**src/rtl/cmul_pkg.sv**
```systemverilog
// Shared types and default widths for the sequential complex multiplier.
package cmul_pkg;
  localparam int CMUL_DW = 8;
  localparam int CMUL_PW = 16;

  typedef enum logic [2:0] {
    IDLE = 3'd0,
    P0   = 3'd1,
    P1   = 3'd2,
    P2   = 3'd3,
    P3   = 3'd4,
    DONE = 3'd5
  } cmul_state_t;
endpackage

```
**src/rtl/mult.sv**
```systemverilog
// Combinational signed W x W multiplier with a full-width 2W product.
module mult #(
  parameter int W = 8
) (
  output logic signed [2*W-1:0] y,
  input  logic signed [W-1:0]   a,
  input  logic signed [W-1:0]   b
);
  assign y = a * b;
endmodule

```
**src/rtl/cmul_seq.sv**
```systemverilog
// Sequential complex multiplier: P = A*Q over four passes through one shared
// signed multiplier, with a valid/ready handshake on both sides.
module cmul_seq
  import cmul_pkg::*;
#(
  parameter int DW = CMUL_DW,
  parameter int PW = 2*DW
) (
  input  logic                 clk,
  input  logic                 rst,
  input  logic                 in_valid,
  output logic                 in_ready,
  input  logic signed [DW-1:0] rea,
  input  logic signed [DW-1:0] ima,
  input  logic signed [DW-1:0] req,
  input  logic signed [DW-1:0] imq,
  output logic                 out_valid,
  input  logic                 out_ready,
  output logic signed [PW-1:0] rep,
  output logic signed [PW-1:0] imp
);
  cmul_state_t state;

  logic signed [DW-1:0]   rea_r, ima_r, req_r, imq_r;
  logic signed [DW-1:0]   ma, mb;
  logic signed [2*DW-1:0] prod;
  logic signed [PW-1:0]   prod_x;
  logic signed [PW-1:0]   acc_re, acc_im;
  logic                   accept;

  assign in_ready  = (state == IDLE) || ((state == DONE) && out_ready);
  assign accept    = in_valid && in_ready;
  assign out_valid = (state == DONE);
  assign rep       = acc_re;
  assign imp       = acc_im;

  // Operand pair for this pass: re uses (rea,req),(ima,imq); im uses (rea,imq),(ima,req).
  always_comb begin
    ma = rea_r;
    mb = req_r;
    case (state)
      P1:      begin ma = ima_r; mb = imq_r; end
      P2:      begin ma = rea_r; mb = imq_r; end
      P3:      begin ma = ima_r; mb = req_r; end
      default: begin ma = rea_r; mb = req_r; end
    endcase
  end

  mult #(.W(DW)) u_mult (
    .y (prod),
    .a (ma),
    .b (mb)
  );

  // Product resized to the accumulator width; arithmetic wraps silently.
  assign prod_x = PW'(prod);

  always_ff @(posedge clk or posedge rst) begin
    if (rst) begin
      state  <= IDLE;
      rea_r  <= '0;
      ima_r  <= '0;
      req_r  <= '0;
      imq_r  <= '0;
      acc_re <= '0;
      acc_im <= '0;
    end else begin
      if (accept) begin
        rea_r <= rea;
        ima_r <= ima;
        req_r <= req;
        imq_r <= imq;
      end
      case (state)
        IDLE: if (accept) state <= P0;
        P0: begin
          acc_re <= prod_x;
          state  <= P1;
        end
        P1: begin
          acc_re <= acc_re - prod_x;
          state  <= P2;
        end
        P2: begin
          acc_im <= prod_x;
          state  <= P3;
        end
        P3: begin
          acc_im <= acc_im + prod_x;
          state  <= DONE;
        end
        DONE: if (out_ready) state <= accept ? P0 : IDLE;
        default: state <= IDLE;
      endcase
    end
  end
endmodule

```
**config.mk**
```make
export PLATFORM = sky130hd
export DESIGN_NAME = cmul_seq
export DESIGN_NICKNAME = d
export VERILOG_FILES = /design/src/rtl/cmul_pkg.sv /design/src/rtl/mult.sv /design/src/rtl/cmul_seq.sv
export SDC_FILE = /design/constraint.sdc
export NUM_CORES = 1
export LEC_CHECK = 0
export CORE_ASPECT_RATIO = 0.75
export CORE_UTILIZATION = 50
export CTS_CLUSTER_SIZE = 12
export DETAILED_ROUTE_END_ITERATION = 10
export GPL_ROUTABILITY_DRIVEN = 0
export PLACE_DENSITY = 0.76
export SLEW_MARGIN = 20
export SYNTH_ARGS = -nofsm -noshare
export SYNTH_HDL_FRONTEND = slang
export SYNTH_SLANG_ARGS = --single-unit
```
**constraint.sdc**
```tcl
create_clock -name clk -period 22.7 [get_ports clk]
set_input_delay 4.54 -clock clk [delete_from_list [all_inputs] [get_ports clk]]
set_output_delay 4.54 -clock clk [all_outputs]
set_load 0.03 [all_outputs]
```
; ---- Word-level counts from Yosys, hierarchy flattened
; Cells that the tools add are included.
[totals]
regBits = 67
input_bits = 36
out_inout_bits = 34
[op_classes]
add_sub_neg = 2
mul = 1
n_eq_ne = 7
n_mux = 8
n_reduce_logical = 9
[op_table]
columns = operator, count
row1 = $pmux W16 S2, 2
row2 = $pmux W3 S6, 1
row3 = $add A16 B16 Y16, 1
row4 = $mul A8 B8 Y16, 1
row5 = $mux W8, 2
row6 = $sub A16 B16 Y16, 1
row7 = $eq A3 B2 Y1 const B, 2
row8 = $eq A3 B3 Y1 const B, 2
row9 = $mux W3, 2
row10 = $reduce_bool A2 Y1, 2
row11 = $reduce_or A2 Y1, 2
row12 = $eq A3 B1 Y1 const B, 1
row13 = $logic_not A3 Y1, 1
row14 = $logic_and A1 B1 Y1, 2
row15 = $ne A2 B1 Y1 const B, 1
row16 = $ne A2 B2 Y1 const B, 1
row17 = $reduce_and A2 Y1, 1
row18 = $logic_or A1 B1 Y1, 1
row19 = $mux W1, 1

; ---- Longest topological paths before layout
[logic_depth]
word_depth = 7
mapped_depth = 31

; ---- Modules after synthesis
; From an unflattened synthesis, not the netlist that was laid out.
[hier_totals]
cells_unflattened = 751
area_unflattened_um2 = 7038.0
[by_module_without_submodules]
columns = module, instances, cells_per_inst, area_each_um2
row1 = cmul_seq, 1, 467, 4525.6
row2 = mult, 1, 284, 2512.4

; ---- Worst setup path before layout
; OpenSTA, ideal clock, no wires.
[synth_timing]
kind = input to output
startpoint = in out_ready
endpoint = out in_ready
arrival_ns = 5.139
required_ns = 18.160
path_slack_ns = 13.021
cell_stages = 2
n_path_buf = 0
path_cell_list = nand3_1 -> a21oi_1
[synth_via]
elab_chain_cells = 2
[synth_rtl]
columns = item, line_no
row1 = start: declaration, cmul_seq.sv:18  ; input logic out_ready,
row2 = $logic_and A1 B1 Y1, cmul_seq.sv:31  ; assign in_ready = (state == IDLE) || ((state == DONE) && out_ready);
row3 = $logic_or A1 B1 Y1, cmul_seq.sv:31
row4 = end: declaration, cmul_seq.sv:12  ; output logic in_ready,
; Every way passes these cells.

; ---- Worst setup path in the final report
; Ends and elaborated chain as after synthesis.

==> flow_metrics.py <==
metrics = {
    "run_status": {
        "status": "finished clean",
    },
    "drt": {
        "firstDrtPassIters": 4,
        "dr_wl_met2_um": 6535,
        "route.detailed.drc": 0,
        "highest_layer": "met4",
        "met3_length_um": 781,
        "drt_iter0_drc": 338,
        "wl_met1_um": 7217,
        "final_antenna_net_count": 0,
        "via_per_inst": 5.434,
        "wirelength_um": 14810,
        "vias": 5217,
        "wl_per_cell_um": 15.43,
    },
    "synthesis": {
        "syn_inst": 716,
        "ys_seq_area_share_pct": 25.09,
        "synth_top_area_share_pct": 25.09,
        "async_flop_share_pct": 100.0,
        "synth.largest_area_cell": "dfrtp_1",
        "synth.avg_cell_area_um2": 9.332,
        "ys_types": 60,
        "post_synth_instance_area_um2": 6681,
        "syn-num-nets": 867,
        "synth-edff-count": 0,
        "ys_ff_latch": 67,
        "ys_warn_count": 0,
        "ys.flop_type": "dfrtp_1",
        "synth.area.top_cells": "dfrtp_1 25%, fa_1 17%, ha_1 11%, inv_1 5.6%, mux2_2 5.6%",
    },
    "sta": {
        "maxSlewHeadroom_pct": 34.28,
        "slew_violations": 0,
        "max_slew.worst_pin.slew_ps": 978.8,
        "rsz0062_at_grt": "no",
        "fmax_mhz": 94.80,
        "post-route-period-util_pct": 46.47,
        "finalSetupViolations": 0,
        "period_minus_slack_ps": 10550,
        "setup_slack_ps": 12150,
        "setup-tns-final_ps": 0,
        "hold_viol_final": 0,
        "skew_ps": 6.358,
    },
    "floorplanning": {
        "core_um2": 13020,
        "die_area_um2": 13830,
        "rows": 36,
        "die_h_um": 102.1,
        "die_x_um": 135.5,
        "pin_count": 70,
        "start_util_pct": 51.33,
    },
    "placement": {
        "pre_cts_ws_ps": 12150,
        "dpl.hpwl_um": 11830,
        "dp.cells": 944,
        "portBuffers": 69,
    },
    "setup_path": {
        "critPathMaxFanout": 3,
        "cpMostUsedCell": "clkdlybuf4s50_1",
        "start_kind": "input pin",
        "cp_data_arrival_time_ps": 6010,
        "end_kind": "output pin",
        "crit_required_ps": 18160,
        "timing.critical_path.buf_inv": 2,
        "crit_slowest_cell": "clkdlybuf4s50_1",
        "crit_path_max_incr_delay_ps": 700,
        "crit_chain": "clkdlybuf4s50_1 > nand3_1 > a21oi_1 > clkdlybuf4s50_1",
        "crit_type": "in -> out",
        "path_delay_family": "buffers and inverters",
    },
    "global_route": {
        "track_usage_pct": 22.84,
        "grt_pass1_vias": 5245,
        "grt-ovfl-total": 0,
        "grt_antenna_before_repair": 0,
        "grt_max_degree": 68,
        "grt_first_pass_wirelength_um": 24660,
    },
    "cts": {
        "clock_latency_ps": 340,
        "clock_path_buffers": 2,
        "cts.reportedPaths.clkPinSlew_ps": 60,
        "clock-root-buffer": "clkbuf_16",
        "cts_max_level": 3,
        "cts_buffers": 9,
        "cts_resized": 0,
        "postCtsHoldBufs": 0,
        "post_cts_buffers": 0,
        "cts_sinks": 67,
        "cts_tree": "yes",
    },
    "finish": {
        "drive_gt1_share_pct": 11.41,
        "fillers": 1063,
        "finalNonFillerCells": 960,
        "final_util_pct": 60.48,
        "area_growth_pct": 17.83,
        "fin_nets": 935,
        "final_common_cell": "inv_1",
        "diodes": 0,
        "layout_common_cells": "98 x inv_1, 79 x nor2_1, 69 x clkdlybuf4s50_1",
    },
    "hold_path": {
        "hold_path.class": "reg -> reg",
    },
    "flow_run": {
        "max_cap_violations": 0,
    },
}
[per-stage QoR]
step	hold WS (ps)	area (µm²)
after global routing	517.2	7873
after global placement	486.7	7562
after floorplan	478.7	6681
after CTS	509.6	7870
after detailed placement	493.0	7562
final	508.5	7873
[final timing paths]
path | start | slack, ps | to | cells after the start
hold / removal | rea_r[2] | 510 | rea_r[2] | 1
hold reg to reg | rea_r[2] | 510 | rea_r[2] | 1
min in group asynchronous | rst | 4770 | state[0] | 3
setup / recovery | out_ready | 12150 | in_ready | 4
max in group asynchronous | rst | 17370 | imp[12] | 3
setup reg to reg | state[2] | 14370 | rep[15] | 27
[cell type report]
cell class	count	area (µm²)	area share, %
tap	171	214.0	2.718
clock buffer	9	225.2	2.861
inverter	100	375.4	4.768
timing repair buffer	74	728.2	9.250
clock inverter	7	82.58	1.049
multi-input combinational	532	4571	58.06
sequential	67	1677	21.30
[kinds of logic after synthesis]
| logic type | share of synthesized area (%) |
|---|---|
| fa+ha+maj | 28.43 |
| buf+inv | 6.573 |
| mux | 8.633 |
| compound gates | 13.02 |
| xor+xnor | 5.131 |
| simple gates | 13.13 |
| flops | 25.09 |
[sequential cells by signal, indices dropped and copies added (netlist names)]
| register | count |
|---|---|
| ima_r | 8 |
| imp | 16 |
| imq_r | 8 |
| rea_r | 8 |
| rep | 16 |
| req_r | 8 |
| state | 3 |
[metal layers]
layer,global-route usage [%],up-vias
li1,-,2518
met1,31.61,2530
met2,35.38,141
met3,4.762,28
met4,8.729,0
met5,0,-
[Yosys cell counts (4+ instances only)]
master    instances
nand2_1          38
nor2_1           80
buf_1             4
o22ai_1           5
o21a_1            6
mux2i_1          19
or2_2            18
nor2b_1          13
inv_1            99
a21oi_1          50
and2_1            4
mux2_2           33
dfrtp_1          67
nor3_1            9
fa_1             57
nand2b_1         10
clkbuf_1         13
o21ai_0          19
a21o_1            8
a31oi_1           9
a211o_1           4
xor2_1           15
nand3_1           4
ha_1             58
xnor2_1          21
Power is not shown: default switching activity piles up to over one toggle a cycle in this logic, so the estimate is an artifact.
